File: src/rtl/instr_stream_encoder.sv
// Encodes symbolic KGP-RISC instructions into 32-bit words and streams them into instruction memory,
// holding the core in reset until loading completes. Define INSTR_NOP_FILL_EN to NOP-fill the unused tail.
module instr_stream_encoder #(
   parameter int ADDR_W    = 10,
   parameter int BASE_ADDR = 0
) (
   input  logic              clk,
   input  logic              reset_n,
   input  logic              start,
   input  logic              in_valid,
   output logic              in_ready,
   input  logic              in_last,
   input  logic [4:0]        in_op,
   input  logic [4:0]        in_rs,
   input  logic [4:0]        in_rt,
   input  logic [4:0]        in_rd,
   input  logic [15:0]       in_imm,
   output logic              imem_we,
   output logic [ADDR_W-1:0] imem_addr,
   output logic [31:0]       imem_wdata,
   output logic              cpu_hold,
   output logic              done,
   output logic              err_op,
   output logic              err_full,
   output logic [ADDR_W:0]   word_count
);

   localparam logic [ADDR_W-1:0] BASE      = ADDR_W'(BASE_ADDR);
   localparam logic [ADDR_W-1:0] LAST_ADDR = '1;

`ifdef INSTR_NOP_FILL_EN
   typedef enum logic [1:0] {IDLE, LOAD, FILL, DONE} state_t;
`else
   typedef enum logic [1:0] {IDLE, LOAD, DONE} state_t;
`endif

   function automatic logic op_legal(input logic [4:0] op);
      return (op <= 5'd27);
   endfunction

   function automatic logic [31:0] encode(input logic [4:0] op, rs, rt, rd,
                                          input logic [15:0] imm);
      logic [5:0]  opc;
      logic [31:0] word;
      opc  = 6'd0;
      word = 32'd0;
      if (op <= 5'd9) begin
         word = {6'b000000, rs, rt, rd, 5'b00000, {1'b0, op} + 6'd1};
      end else begin
         if (op <= 5'd19)       opc = 6'b010000 + {1'b0, op - 5'd10};
         else if (op == 5'd20)  opc = 6'b011010;
         else if (op == 5'd21)  opc = 6'b100001;
         else if (op == 5'd22)  opc = 6'b100010;
         else if (op <= 5'd26)  opc = 6'b110000 + {1'b0, op - 5'd23};
         else                   opc = 6'b110100;
         // BR carries only the target register
         if (op == 5'd27) word = {opc, rs, 21'd0};
         else             word = {opc, rs, rt, imm};
      end
      return word;
   endfunction

   state_t            state_q, state_d;
   logic [ADDR_W-1:0] addr_q;
   logic              accept, legal, at_end, restart;

   assign accept   = in_valid && in_ready;
   assign legal    = accept && op_legal(in_op);
   assign at_end   = (addr_q == LAST_ADDR);
   assign restart  = start && ((state_q == IDLE) || (state_q == DONE));
   assign cpu_hold = ~done;

   always_ff @(posedge clk or negedge reset_n) begin
      if (!reset_n) state_q <= IDLE;
      else          state_q <= state_d;
   end

   always_comb begin
      state_d = state_q;
      case (state_q)
         IDLE: if (start) state_d = LOAD;
         LOAD: begin
            if (legal && at_end) begin
               state_d = DONE;
            end else if (accept && in_last) begin
`ifdef INSTR_NOP_FILL_EN
               state_d = FILL;
`else
               state_d = DONE;
`endif
            end
         end
`ifdef INSTR_NOP_FILL_EN
         FILL: if (at_end) state_d = DONE;
`endif
         DONE: if (start) state_d = LOAD;
         default: state_d = IDLE;
      endcase
   end

   // write port, session counters and status flags
   always_ff @(posedge clk or negedge reset_n) begin
      if (!reset_n) begin
         in_ready   <= 1'b0;
         imem_we    <= 1'b0;
         imem_addr  <= BASE;
         imem_wdata <= 32'd0;
         addr_q     <= BASE;
         done       <= 1'b0;
         err_op     <= 1'b0;
         err_full   <= 1'b0;
         word_count <= '0;
      end else begin
         imem_we  <= 1'b0;
         in_ready <= (state_d == LOAD);
         // done lags entry into DONE so the final write is seen before the core is released
         done     <= (state_q == DONE) && (state_d == DONE);
         if (restart) begin
            addr_q     <= BASE;
            imem_addr  <= BASE;
            word_count <= '0;
            err_op     <= 1'b0;
            err_full   <= 1'b0;
         end else if ((state_q == LOAD) && accept) begin
            if (legal) begin
               imem_we    <= 1'b1;
               imem_addr  <= addr_q;
               imem_wdata <= encode(in_op, in_rs, in_rt, in_rd, in_imm);
               addr_q     <= addr_q + ADDR_W'(1);
               word_count <= word_count + (ADDR_W+1)'(1);
            end else begin
               err_op <= 1'b1;
            end
`ifdef INSTR_NOP_FILL_EN
         end else if (state_q == FILL) begin
            imem_we    <= 1'b1;
            imem_addr  <= addr_q;
            imem_wdata <= 32'd0;
            addr_q     <= addr_q + ADDR_W'(1);
`endif
         end else if ((state_q == DONE) && in_valid) begin
            err_full <= 1'b1;
         end
      end
   end

endmodule

File: config.mk
export PLATFORM = sky130hd
export DESIGN_NAME = instr_stream_encoder
export DESIGN_NICKNAME = d
export VERILOG_FILES = /design/src/rtl/instr_stream_encoder.sv
export SDC_FILE = /design/constraint.sdc
export NUM_CORES = 1
export LEC_CHECK = 0
export ABC_CLOCK_PERIOD_IN_PS = 1850
export CAP_MARGIN = 10
export CELL_PAD_IN_SITES_DETAIL_PLACEMENT = 1
export CELL_PAD_IN_SITES_GLOBAL_PLACEMENT = 1
export CORE_MARGIN = 3
export CORE_UTILIZATION = 30
export CTS_BUF_LIST = sky130_fd_sc_hd__clkbuf_16
export DETAILED_ROUTE_END_ITERATION = 10
export DONT_BUFFER_PORTS = 1
export PLACE_DENSITY_LB_ADDON = 0.2
export SYNTH_ARGS = -nofsm -noshare
export SYNTH_HDL_FRONTEND = slang
export SYNTH_SLANG_ARGS = --single-unit
export TNS_END_PERCENT = 30
File: constraint.sdc
create_clock -name clk -period 1.85 [get_ports clk]
set_clock_uncertainty 0.05 [all_clocks]
set_input_delay 0.2775 -clock clk [delete_from_list [all_inputs] [get_ports clk]]
set_output_delay 0.2775 -clock clk [all_outputs]
set_load 0.02 [all_outputs]
After elaboration in Yosys (flattened, before gate mapping):

Cells that the tools add are included.

* register bits after elaboration: 70

* reductions and logical operators: 18
* magnitude comparators: 4
* bitwise operators: 2
* muxes and demuxes: 29
* equal/unequal tests: 11
* $add $sub $neg: 7

Operators with widths (count)
* two-way mux 10 bit: 6
* two-way mux 11 bit: 3
* two-way mux 32 bit: 1
* two-way mux 6 bit: 5
* two-way mux 21 bit: 1
* == test 5 bit (second input constant): 4
* <= comparator 5 bit (second input constant): 3
* adder 11 x 1 -> 11 bit (second input constant): 1
* adder 10 x 1 -> 10 bit (second input constant): 1
* == test 10 bit (second input constant): 1
* two-way mux 1 bit: 9
* logical AND 1 bit: 8
* adder 5 x 1 -> 6 bit (second input constant): 1
* adder 5 x 5 -> 6 bit (first input constant): 1
* adder 6 x 5 -> 6 bit (first input constant): 1
* two-way mux 2 bit: 3
* AND reduction 2 bit: 3
* nonzero test 2 bit: 3
* <= comparator 5 x 4 -> 1 bit (second input constant): 1
* subtractor 5 x 4 -> 5 bit (second input constant): 1
* subtractor 5 bit (second input constant): 1
* == test 2 x 1 -> 1 bit (second input constant): 2
* == test 2 bit (second input constant): 2
* case mux 2 bit (2 select lines): 1
* other kinds (7): 8

Depth between registers and ports, before layout:

* depth after elaboration: 8
* gate-level depth with buffers: 9
* depth with buffers taken out: 7

Worst setup path before layout:

OpenSTA, ideal clock, no wires.

* kind: input to register
* start: input in_op[2]
* end: register imem_wdata[21]
* path buffers: 1
* setup time: 0.128 ns
* cell stages on the path: 8
* required time: 1.672 ns
* setup slack: -0.065 ns
* arrival time: 1.738 ns
* cell sequence: buf_2 -> inv_2 -> ha_1 -> and3b_1 -> o211ai_2 -> nand2_2 -> inv_2 -> mux2_1

* longest elaborated chain between the ends: 3

Ends and longest elaborated chain
* start: declaration: RTL line 13 `input logic [4:0] in_op,`
* <= comparator 5 bit: RTL line 38 `return (op <= 5'd27);`
* logical AND 1 bit: RTL line 68 `assign legal = accept && op_legal(in_op);`
* AND reduction 3 bit (no source line)
* end signal: assignment: RTL line 128 `imem_wdata <= encode(in_op, in_rs, in_rt, in_rd, in_imm);`
* end: declaration: RTL line 20 `output logic [31:0] imem_wdata,`

No other way between the ends.
A chain may end at the register's enable or synchronous reset.

Worst setup path in the final report:

* start: register state_q[1]
* end: register word_count[9]

* longest elaborated chain between the ends: 5
* elaborated cells between the ends (all ways): 10
* those cells by class: eq/ne: 2; mux: 1; reduce/logical: 7

Ends and longest elaborated chain
* start: declaration: RTL line 63 `state_t state_q, state_d;`
* start signal: assignment: RTL line 75 `else state_q <= state_d;`
* == test 2 bit / logical NOT 2 bit (equally long branches): RTL line 70 `assign restart = start && ((state_q == IDLE) || (state_q == DONE));`
* logical OR 1 bit: RTL line 70
* logical AND 1 bit: RTL line 70
* nonzero test 2 bit (no source line)
* AND reduction 2 bit (no source line)
* end signal: assignment: RTL line 130 `word_count <= word_count + (ADDR_W+1)'(1);`
* end: declaration: RTL line 25 `output logic [ADDR_W:0] word_count`

Several ways; a longest one is shown, not always the timed one.

==> flow_summary_export.csv <==
group,metric,value,unit
sta,hold_viol,70,
setup_path,start_kind,"flip-flop",
synthesis,syn_area_per_cell,9.75,um^2
synthesis,syn-num-nets,428,
placed_design,dp_hpwl,8.19,mm
global_route,grt_pass1_vias,3304,
clock_tree,cts_root_buf,"clkbuf_16",
sta,hold-worst-slack,-0.413,ns
setup_path,crit_required,2.05,ns
sta,tns,0,ns
placed_design,portBuffers,0,
layout,final_common_cell,"dfrtp_1",
sta,rsz0062_at_grt,"yes",
global_route,grt_max_degree,71,
pwr,total_power,5.69,mW
drt,avgViaCountPerCell,5.67,
setup_path,rr_worst_depth,5,
drt,vias,3118,
layout,syn_to_final_growth,19.0,%
synthesis,yosysWarningCount,0,
global_route,grt_first_pass_wirelength,18.5,mm
clock_tree,cts_tree,"yes",
clock_tree,clk_path_buf_depth,2,
hold_path,hp-class,"input pin to async pin",
placed_design,pre_cts_ws,-0.235,ns
floorplanning,die_x,117,um
setup_path,critical_path.max_fanout,7,
layout,fillers,1357,
global_route,grtUsageTotal,17.6,%
clock_tree,insertion_delay,0.33,ns
sta,max_freq,0.571,GHz
setup_path,path_class,"flip-flop to flip-flop",
global_route,antenna_found_initial,0,
synthesis,netlist_instances,377,
clock_tree,hold_buffers,1,
drt,postRouteAntennaNets,0,
sta,period_share,94.7,%
drt,drc,0,
placed_design,place_congestion,0.851,
layout,fin_area,4370,um^2
setup_path,critPathMaxStageDelay,0.40,ns
sta,tightest_slew,0.633,ns
run_status,violations,"negative hold slack",
sta,fin_crit,1.75,ns
sta,setup_viol,0,
global_route,overflow,0,
floorplanning,die_h,117,um
floorplanning,start_util,31.4,%
setup_path,cp_top_family,"simple AND/OR/NAND/NOR gates",
layout,drive_above_1_share,18.4,%
clock_tree,htreeDepth,3,
synthesis,ys.flop_type,"dfrtp_1",
clock_tree,clk_pin_slew,0.06,ns
sta,drv_slew,0,
run,maxCapViolCount,0,
drt,wl,11.4,mm
setup_path,cp_slowest_cell,"nor4_1",
placed_design,post_dp_cell_area,4090,um^2
layout,layout_common_cells,"dfrtp_1 (70), nand2_1 (42), buf_4 (40)",
drt,wl_per_cell,20.8,um
pwr,p_per_area,1300,nW/um^2
sta,fin_ws,0.0984,ns
drt,dr.first_iter.drc_count,107,
setup_path,critPathCaptureType,"flip-flop",
synthesis,synth_edf_count,0,
pwr,vdd_drop_max,0.679,mV
sta,relSlewSlack,56.7,%
synthesis,ys_ff_latch,70,
layout,fin_nets,453,
synthesis,synthArstFlopShare,100,%
setup_path,crit_chain,"and2b_1 > nand3_1 > buf_4 > nor4_1 > mux2i_1",
layout,diodes,0,
setup_path,cp.arrival,1.96,ns
floorplanning,fp.coreArea,11700,um^2
pwr,power.leakage,1.89,nW
floorplanning,rows,39,
floorplanning,die_area,13600,um^2
layout,final_core_util,37.3,%
setup_path,path_depth,5,
synthesis,ys_types,63,
run_status,outcome,"complete, but fails checks",
clock_tree,clock-sinks,70,
synthesis,seq_area_frac_synth,47.7,%
floorplanning,io_pins,100,
synthesis,syn_area,3670,um^2
setup_path,crit_buf_inv,1,
clock_tree,cts_made_buffers,9,
drt,drtPass1Iterations,4,
==> Yosys cell counts, types with 2 or more instances <==
cell type | instances | area (um^2)
dfrtp_1 | 70 | 1750
nand2_1 | 42 | 158
nand3_1 | 30 | 150
o21ai_1 | 19 | 95.1
a31oi_1 | 16 | 100
buf_2 | 16 | 80.1
a21oi_1 | 15 | 75.1
o21ai_0 | 13 | 65.1
clkbuf_1 | 12 | 45.0
mux2i_1 | 12 | 120
ha_1 | 10 | 125
nor2_1 | 9 | 33.8
nor4_1 | 9 | 56.3
nand4_1 | 8 | 50.1
a22o_1 | 7 | 61.3
inv_1 | 7 | 26.3
mux2_1 | 6 | 67.6
and3_1 | 5 | 31.3
o211ai_1 | 5 | 37.5
inv_2 | 4 | 15.0
and3b_1 | 3 | 26.3
and4_1 | 3 | 26.3
nand2b_1 | 3 | 18.8
nor2b_1 | 3 | 18.8
o221ai_1 | 3 | 26.3
o31ai_1 | 3 | 22.5
nand4b_1 | 2 | 17.5
nor3_1 | 2 | 10.0
o2111ai_1 | 2 | 17.5
o22a_1 | 2 | 17.5
o41ai_1 | 2 | 17.5
or3_1 | 2 | 12.5
xnor2_1 | 2 | 17.5
==> metrics by stage <==
step | std cells | hold slack (ns)
global placement | 533 | -0.0658
CTS | 550 | -0.428
detailed placement | 533 | -0.0649
finish | 550 | -0.413
floorplan | 377 | -0.0681
global route | 550 | -0.433
==> path summary, 6_finish.rpt <==
| path | to | slack (ns) | start |
|---|---|---|---|
| worst min-delay path | imem_addr[8] | -0.41 | reset_n |
| worst max-delay path | word_count[9] | 0.1 | state_q[1] |
| worst min register to register | addr_q[8] | 0.49 | addr_q[8] |
| worst max register to register | word_count[9] | 0.1 | state_q[1] |
| max in group asynchronous | imem_wdata[29] | 2.00 | reset_n |
| min in group clk | imem_wdata[18] | 0.02 | in_rt[2] |
==> cell type report <==
class / instances / area (um^2) / area share, %
multi-input combinational: 267 / 1790 / 40.9
sequential: 70 / 1750 / 40.1
timing repair buffer: 43 / 350 / 8.01
clock buffer: 9 / 225 / 5.15
tap: 143 / 179 / 4.09
inverter: 11 / 46.3 / 1.06
clock inverter: 7 / 32.5 / 0.744
==> logic make-up (layout without fill, tap and decap cells) <==
kind of cell	count (synthesis)	count (layout)	synth area share (%)
compound gates	107	107	19.7
xor+xnor	2	2	0.477
fa+ha+maj	10	10	3.40
buf+inv	40	70	4.83
flops	70	70	47.7
mux	18	18	5.11
simple gates	130	130	18.8
==> what timing repair did <==
item                       in CTS  in global routing
setup endpoints to repair       0                  3
gates resized for setup         0                  3
setup buffers                   0                  0
hold endpoints to repair       71                 70
==> worst register-to-register path: stages (launching register included) <==
cell and delay (ns):
dfrtp_1 0.37, and2b_1 0.22, nand3_1 0.18, buf_4 0.22, nor4_1 0.40, mux2i_1 0.23
==> state kept, by name, indices dropped and copies added, names as in the netlist <==
signal      cells
addr_q         10
done            1
err_full        1
err_op          1
imem_addr      10
imem_wdata     32
imem_we         1
in_ready        1
state_q         2
word_count     11
==> routing by layer <==
metal	global-route usage (%)	part of all wire, %
met2	27.2	47
met1	23.6	46
met5	0	0
met4	5.81	1.2
met3	5.18	6.6
==> power breakdown <==
part | internal, mW | switching (mW) | leakage [nW]
Clock | 0.882 | 0.639 | 0.129
Combinational | 0.611 | 0.801 | 0.850
Sequential | 1.97 | 0.785 | 0.909
(Power assumes the default switching activity.)
